==> config.mk <==
export PLATFORM = sky130hd
export DESIGN_NAME = seg7_scan_ctrl
export DESIGN_NICKNAME = d
export VERILOG_FILES = /design/src/rtl/seg7_scan_ctrl.sv
export SDC_FILE = /design/constraint.sdc
export NUM_CORES = 1
export LEC_CHECK = 0
export BUFFER_PORTS_ARGS = -buffer_cell sky130_fd_sc_hd__buf_4
export CORE_UTILIZATION = 54
export DETAILED_ROUTE_END_ITERATION = 10
export GPL_ROUTABILITY_DRIVEN = 0
export PLACE_DENSITY = 0.79
export SLEW_MARGIN = 20
export SYNTH_ARGS = -nofsm -noshare
export SYNTH_HDL_FRONTEND = slang
export SYNTH_SLANG_ARGS = --single-unit
==> constraint.sdc <==
create_clock -name clk -period 3.3 [get_ports clk]
set_clock_uncertainty 0.05 [all_clocks]
set_input_delay 0.33 -clock clk [delete_from_list [all_inputs] [get_ports clk]]
set_output_delay 0.33 -clock clk [all_outputs]
set_load 0.05 [all_outputs]
==> src/rtl/seg7_scan_ctrl.sv <==
// Multiplexed 7-segment scanner for NUM_DIGITS hex digits on two segment buses.
// Upper half of the digits drives seg, lower half drives seg1. Inputs are
// snapshotted once per scan frame so a frame never shows a mix of old and new data.
// Optional blinking is compiled in with the SEG7_BLINK_EN macro.
module seg7_scan_ctrl #(
  parameter int unsigned NUM_DIGITS   = 8,
  parameter int unsigned DIV_MAX      = 50000,
  parameter int unsigned BLINK_FRAMES = 32
) (
  input  logic                      clk,
  input  logic                      rst,
  input  logic [4*NUM_DIGITS-1:0]   show_data,
  input  logic [NUM_DIGITS-1:0]     dp_mask,
  input  logic [NUM_DIGITS-1:0]     digit_en,
  input  logic                      blank_lz,
  input  logic [3:0]                brightness,
  input  logic [NUM_DIGITS-1:0]     blink_mask,
  output logic [7:0]                seg,
  output logic [7:0]                seg1,
  output logic [NUM_DIGITS-1:0]     an,
  output logic                      frame_done
);

  localparam int unsigned DivW = $clog2(DIV_MAX);
  localparam int unsigned CurW = $clog2(NUM_DIGITS);
  localparam logic [DivW-1:0] DivLast = DivW'(DIV_MAX - 1);
  localparam logic [CurW-1:0] CurLast = CurW'(NUM_DIGITS - 1);
  localparam logic [CurW-1:0] CurHalf = CurW'(NUM_DIGITS / 2);

  logic [DivW-1:0]         div_cnt_q;
  logic [CurW-1:0]         cur_q;
  logic [3:0]              pwm_cnt_q;
  logic                    tick;
  logic                    frame_end;

  logic [4*NUM_DIGITS-1:0] data_q;
  logic [NUM_DIGITS-1:0]   dp_q;
  logic [NUM_DIGITS-1:0]   en_q;
  logic                    blank_lz_q;
  logic                    frame_done_q;

  logic [NUM_DIGITS-1:0]   lz_blank;
  logic                    zero_above;
  logic                    lit_pwm;
  logic                    blink_ok;
  logic                    vis;
  logic [3:0]              nib;
  logic [7:0]              pat;
  logic [7:0]              seg_d, seg1_d;
  logic [NUM_DIGITS-1:0]   an_d;
  logic [7:0]              seg_q, seg1_q;
  logic [NUM_DIGITS-1:0]   an_q;

  assign tick      = (div_cnt_q == DivLast);
  assign frame_end = tick && (cur_q == CurLast);

  // Active-high segment pattern, bit7 = a down to bit1 = g, bit0 (dp) left clear.
  function automatic logic [7:0] seg_pat(input logic [3:0] n);
    logic [7:0] p;
    case (n)
      4'h0: p = 8'hFC;
      4'h1: p = 8'h60;
      4'h2: p = 8'hDA;
      4'h3: p = 8'hF2;
      4'h4: p = 8'h66;
      4'h5: p = 8'hB6;
      4'h6: p = 8'hBE;
      4'h7: p = 8'hE0;
      4'h8: p = 8'hFE;
      4'h9: p = 8'hF6;
      4'hA: p = 8'hEE;
      4'hB: p = 8'h3E;
      4'hC: p = 8'h9C;
      4'hD: p = 8'h7A;
      4'hE: p = 8'h9E;
      default: p = 8'h8E;
    endcase
    return p;
  endfunction

  // Prescaler, digit counter and free-running PWM counter.
  always_ff @(posedge clk) begin
    if (rst) begin
      div_cnt_q <= '0;
      cur_q     <= '0;
      pwm_cnt_q <= '0;
    end else begin
      pwm_cnt_q <= pwm_cnt_q + 4'd1;
      div_cnt_q <= tick ? '0 : div_cnt_q + 1'b1;
      if (tick) begin
        cur_q <= (cur_q == CurLast) ? '0 : cur_q + 1'b1;
      end
    end
  end

  // Frame snapshot of the display inputs, taken as the last digit slot ends.
  always_ff @(posedge clk) begin
    if (rst) begin
      data_q       <= '0;
      dp_q         <= '0;
      en_q         <= '0;
      blank_lz_q   <= 1'b0;
      frame_done_q <= 1'b0;
    end else begin
      frame_done_q <= frame_end;
      if (frame_end) begin
        data_q     <= show_data;
        dp_q       <= dp_mask;
        en_q       <= digit_en;
        blank_lz_q <= blank_lz;
      end
    end
  end

`ifdef SEG7_BLINK_EN
  localparam int unsigned BlkW = (BLINK_FRAMES > 1) ? $clog2(BLINK_FRAMES) : 1;
  localparam logic [BlkW-1:0] BlkLast = BlkW'(BLINK_FRAMES - 1);

  logic [BlkW-1:0] blk_cnt_q;
  logic            blink_on_q;

  // Frame counter toggles the blink phase every BLINK_FRAMES completed frames.
  always_ff @(posedge clk) begin
    if (rst) begin
      blk_cnt_q  <= '0;
      blink_on_q <= 1'b1;
    end else if (frame_done_q) begin
      if (blk_cnt_q == BlkLast) begin
        blk_cnt_q  <= '0;
        blink_on_q <= ~blink_on_q;
      end else begin
        blk_cnt_q <= blk_cnt_q + 1'b1;
      end
    end
  end

  assign blink_ok = blink_on_q | ~blink_mask[cur_q];
`else
  logic unused_blink_mask;
  assign unused_blink_mask = ^blink_mask;
  assign blink_ok          = 1'b1;
`endif

  // Leading-zero mask, visibility and segment pattern for the current digit.
  always_comb begin
    zero_above = 1'b1;
    lz_blank   = '0;
    for (int i = NUM_DIGITS - 1; i >= 0; i--) begin
      zero_above  = zero_above & (data_q[4*i +: 4] == 4'h0);
      lz_blank[i] = blank_lz_q & zero_above & (i != 0);
    end
    lit_pwm = (pwm_cnt_q <= brightness);
    vis     = en_q[cur_q] & ~lz_blank[cur_q] & lit_pwm & blink_ok;
    nib     = data_q[{cur_q, 2'b00} +: 4];
    pat     = vis ? (seg_pat(nib) | {7'b0, dp_q[cur_q]}) : 8'h00;
    an_d    = '0;
    an_d[cur_q] = vis;
    // Inactive bus is forced dark so nothing ghosts onto the other group.
    seg_d   = (cur_q >= CurHalf) ? pat : 8'h00;
    seg1_d  = (cur_q >= CurHalf) ? 8'h00 : pat;
  end

  // Registered pin drivers.
  always_ff @(posedge clk) begin
    if (rst) begin
      an_q   <= '0;
      seg_q  <= '0;
      seg1_q <= '0;
    end else begin
      an_q   <= an_d;
      seg_q  <= seg_d;
      seg1_q <= seg1_d;
    end
  end

  assign an         = an_q;
  assign seg        = seg_q;
  assign seg1       = seg1_q;
  assign frame_done = frame_done_q;

endmodule
**Word level (Yosys, flattened, before mapping)**

Memories as Yosys holds them, arrays and structs flattened.
Cells that the tools add are included.

- Flip-flop bits (word level): 97
- ROM bits: 112
- Memories: 1

Memories:

| memory | words | width | read ports | clocked after memory_dff | write ports | RTL line | source |
|---|---|---|---|---|---|---|---|
| (name not given) | 16 | 7 | 1 | 0 | 0 | 60 | `case (n)` |

- Add/subtract/negate cells: 3
- $lt $le $gt $ge: 4
- Eq/ne operators: 2
- Shift operators: 1
- Mux-type cells: 10
- Bitwise gates (word level): 19
- Reductions and logical operators: 12

Operators by type and width:

| kind | number |
|---|---|
| $shiftx A32 B6 Y4 | 1 |
| $logic_not A4 Y1 | 7 |
| $add A16 B1 Y16 const B | 1 |
| $eq A16 B16 Y1 const B | 1 |
| $and A1 B1 Y1 | 15 |
| $bmux W1 S3 | 3 |
| $and A8 B8 Y8 | 1 |
| $mux W8 | 1 |
| $or A8 B1 Y8 | 1 |
| $reduce_or A2 Y1 | 3 |
| $add A4 B1 Y4 const B | 1 |
| $le A4 B4 Y1 | 1 |
| $lt A3 B4 Y1 const B | 1 |
| $mux W1 | 4 |
| $add A3 B1 Y3 const B | 1 |
| $demux W1 S3 | 1 |
| $eq A3 B3 Y1 const B | 1 |
| $ge A3 B1 Y1 const B | 1 |
| $ge A3 B3 Y1 const B | 1 |
| $mux W3 | 1 |
| $logic_and A1 B1 Y1 | 2 |
| $not A1 Y1 | 2 |

**Logic depth before layout (Yosys ltp)**

- Word-level depth: 14
- Gate-level depth with buffers: 12

**Worst setup path before layout**

Ideal clock, no wire load.

- Kind: reg-to-reg
- Start: reg cur_q[1]
- End: reg seg_q[4] (netlist: seg[4])
- Library setup time: 132 ps
- Arrival time: 2382 ps
- Setup slack: 736 ps
- Stages on the path, launching flop included: 8
- Path through: dfxtp_1 buf_4 buf_2 mux4_2 mux2i_1 ha_1 o311ai_0 nor2_1

- Cells in the longest elaborated chain, start to end: 6
- Elaborated cells between the ends (all ways): 14
- Classes of those cells: 1 x order compare; 1 x shift; 5 x mux; 5 x bitwise; 1 x reduce/logical; 1 x memory

Ends and longest elaborated chain:

| what | RTL line | source |
|---|---|---|
| start: declaration | 31 | `logic [CurW-1:0] cur_q;` |
| start signal: assignment | 91 | `cur_q <= (cur_q == CurLast) ? '0 : cur_q + 1'b1;` |
| parallel branches: the longest is 6 deep, another holds $mem_v2 Z16 W7 | - |  |
| end signal: assignment | 171 | `seg_q <= seg_d;` |
| end: declaration | 51 | `logic [7:0] seg_q, seg1_q;` |

Several ways; the timed one is not identified. The select of a mux whose other input is x is not followed.
A chain may end at the register's enable or synchronous reset.

**Worst setup path in the final report**

Same ends and word-level chain as after synthesis.

==> flow_summary.rst <==
.. list-table::
   :header-rows: 1

   * - Metric
     - Value
   * - Status
     - finished clean
   * - First drt pass iteration count
     - 5
   * - Antenna diode instance count
     - 0
   * - Critical path, cell by cell
     - buf_4 -> mux2i_1 -> o22ai_1 -> a211oi_2 -> buf_4 -> ha_1 -> o311ai_0 -> nor2_1
   * - Post-CTS Hold Fix Bufs
     - 0
   * - Power density over the cells
     - 388.0 mW/mm²
   * - Portion of the clock cycle consumed by the worst path in the final layout
     - 0.8731
   * - Half-perimeter wire length after detailed placement
     - 6.624 mm
   * - Post-Layout Inst Area
     - 0.005052 mm²
   * - Class of the worst hold path
     - in2reg
   * - Max VDD drop
     - 0.2801 mV
   * - Area of the die
     - 0.008216 mm²
   * - TritonCTS clock tree
     - built
   * - Syn Std Cell Area
     - 0.004243 mm²
   * - Arrival time reported for the critical path endpoint
     - 3.07 ns
   * - Final hold violation count
     - 0
   * - Largest net degree at the start of global routing
     - 60
   * - Final count of negative-setup-slack endpoints
     - 0
   * - Clock-pin slew on the worst setup and hold paths
     - 0.09 ns
   * - Cts bufs inserted
     - 9
   * - Number of instances in the placed design
     - 646
   * - Total via count in the routed design
     - 3544
   * - Dominant register cell in the synthesized netlist
     - dfxtp_1
   * - Final min period
     - 2.881 ns
   * - Post-Route WL
     - 8.883 mm
   * - Mean number of vias per cell
     - 5.353
   * - Die outline width
     - 90.64 µm
   * - Worst hold margin
     - 0.1487 ns
   * - Resized Gates After CTS
     - 0
   * - Register bit total from synthesis
     - 97
   * - Synth Net Count
     - 566
   * - Number of synthesized flops with an enable pin
     - 0
   * - Placeable core region
     - 0.007408 mm²
   * - Most frequent cell on the critical path
     - buf_4
   * - Number of nets in the layout
     - 635
   * - Cell area after placement
     - 0.004878 mm²
   * - DIE HEIGHT
     - 90.64 µm
   * - Fraction of layout instances using a drive strength above 1
     - 0.2451
   * - Layout overhead on the synthesized area
     - 19.08%
   * - Starting Density
     - 0.5727
   * - Number of global-route vias before repair
     - 3437
   * - Crit-path max cell delay
     - 0.83 ns
   * - Final-report max-slew violation count
     - 0
   * - Clock latency on the worst-skew pair
     - 0.37 ns
   * - Global-route congestion overflow total
     - 0
   * - Total power after layout
     - 1.960 mW
   * - Row count
     - 31
   * - Global router's overall resource usage
     - 0.2332
   * - Initial detailed-routing violation count
     - 221
   * - Post-CTS Setup Bufs
     - 0
   * - Detail-routed net length per standard cell
     - 13.42 µm
   * - Relative slew slack
     - 0.4470
   * - Mean area per synthesized cell
     - 8.677 µm²
   * - Setup TNS Final
     - 0 ns
   * - Non-Filler Instances
     - 662
   * - FILL cells
     - 623
   * - Post-route ant nets
     - 0
   * - Critical path endpoint category
     - flip-flop
   * - Share of flip-flops with an asynchronous set or reset after synthesis
     - 0
   * - Sinks on Clock Net
     - 97
   * - Count of max-cap constraint violations
     - 0
   * - Highest attainable clock frequency
     - 0.3471 GHz
   * - Clock buffer depth
     - 2
   * - CP Launch Type
     - flip-flop
   * - Critical-path cell with the highest stage delay
     - dfxtp_1
   * - Unrepaired setup endpoints after global routing
     - no
   * - IO Count
     - 88
   * - DRC errors left
     - 0
   * - Number of different library cells in the post-synthesis netlist
     - 49
   * - Static Leakage
     - 1.989 nW
   * - Post-synthesis instance total
     - 489
   * - Sequential-to-total area share from yosys stat
     - 0.4577
   * - Worst path required time
     - 3.49 ns
   * - Root Buffer Master
     - clkbuf_8
   * - Antenna violations before repair
     - 0
   * - Max FO, Critical Path
     - 19
   * - Number of warning messages in the yosys log
     - 0
   * - Buffers on Ports
     - 79
   * - Slew at the pin closest to its max-slew limit
     - 0.8283 ns
   * - Critical path type
     - reg2reg
   * - Wire length of the first global-routing pass
     - 15.37 mm
   * - H-tree level count
     - 3
final timing paths:
path	startpoint	end	slack, ns	depth (start not counted)
hold reg to reg	dp_q[2]	dp_q[2]	0.40	2
hold / removal	show_data[26]	data_q[26]	0.15	3
setup / recovery	cur_q[1]	seg[4]	0.42	8
setup reg to reg	cur_q[1]	seg[4]	0.42	8
synth_stat cells, types with 3 or more instances:
cell type	n	area share
nor3_1	9	0.011
o21ai_0	9	0.011
ha_1	14	0.041
nor4_1	9	0.013
nor2b_1	5	0.0074
and3_1	3	0.0044
buf_4	3	0.0053
a21oi_1	43	0.051
mux2i_1	13	0.031
or3_1	3	0.0044
nand4_1	4	0.0059
xnor2_1	6	0.012
buf_2	12	0.014
inv_1	12	0.011
nor2_1	47	0.042
clkbuf_1	11	0.0097
mux4_2	6	0.032
nand2_1	107	0.095
a21oi_2	10	0.021
o22ai_1	4	0.0059
xor2_1	9	0.019
nand2_2	10	0.015
nand3_1	10	0.012
dfxtp_1	97	0.46
report_power, final:
group	leakage, nW	total [mW]	internal, mW	switching (mW)
clock network	0.0826	0.693	0.295	0.398
registers	0.782	1.18	1.18	0.00551
logic	1.12	0.0860	0.0516	0.0344
stage by stage:
stage	setup WS, ns	util
finish	0.4189	0.6820
global route	0.1368	0.6820
CTS	0.4160	0.6820
global placement	0.5499	0.6585
floorplan	0.7356	-
detailed placement	0.4394	0.6585
cells in the final DEF, fill, tap and decap left out, types with 3 or more instances in the layout:
| master | instances |
|---|---|
| nor4_1 | 9 |
| xor2_1 | 9 |
| or3_1 | 3 |
| a21oi_2 | 10 |
| clkbuf_8 | 10 |
| nand3_1 | 10 |
| nor2_1 | 47 |
| mux4_2 | 6 |
| a21oi_1 | 43 |
| xnor2_1 | 6 |
| nand2_2 | 10 |
| nand4_1 | 4 |
| ha_1 | 14 |
| and3_1 | 3 |
| nor2b_1 | 5 |
| nand2_1 | 107 |
| nor3_1 | 9 |
| buf_4 | 87 |
| o22ai_1 | 4 |
| dfxtp_1 | 97 |
| inv_1 | 12 |
| mux2i_1 | 13 |
| o21ai_0 | 9 |
metal layers:
| metal | part of all wire | vias up | track usage |
|---|---|---|---|
| li1 | - | 1779 | - |
| met1 | 0.44 | 1632 | 0.2891 |
| met4 | 0.023 | 0 | 0.1075 |
| met3 | 0.053 | 17 | 0.03872 |
| met5 | 0 | - | 0 |
| met2 | 0.48 | 116 | 0.3946 |
critical path: cells and delay by family, from the launching register on:
kind	cells	cell delay, ns
AND/OR/NAND/NOR	1	0.10
buffers and inverters	2	0.45
adder cells (fa/ha/maj)	1	0.25
AO/OA/AOI/OAI	3	0.87
multiplexers	1	0.20
flip-flops	1	0.83
cell families (layout without fill, tap and decap cells):
kind of cell	Yosys count	count (layout)	synth area share
adder cells (fa/ha/maj)	14	14	0.04129
buffers and inverters	42	116	0.04895
multiplexers	21	21	0.06783
flip-flops	97	97	0.4577
AO/OA/AOI/OAI	83	83	0.1227
AND/OR/NAND/NOR	217	217	0.2306
XOR/XNOR	15	15	0.03097
sequential cells by signal, indices dropped and copies added, names as in the netlist:
| signal | flops |
|---|---|
| blank_lz_q | 1 |
| data_q | 32 |
| pwm_cnt_q | 4 |
| dp_q | 8 |
| div_cnt_q | 16 |
| cur_q | 3 |
| an | 8 |
| frame_done | 1 |
| seg | 8 |
| en_q | 8 |
| seg1 | 8 |
layout make-up:
type	instances	area, µm²	area share
multi-input cells	350	2095	0.4146
inverters	12	45.04	0.008915
well taps	99	123.9	0.02452
repair buffers	88	673.1	0.1332
flip-flops and latches	97	1942	0.3843
clock inverters	4	28.78	0.005696
clock buffers	12	145.1	0.02873
Note: power is estimated with default switching activity, not from simulation.
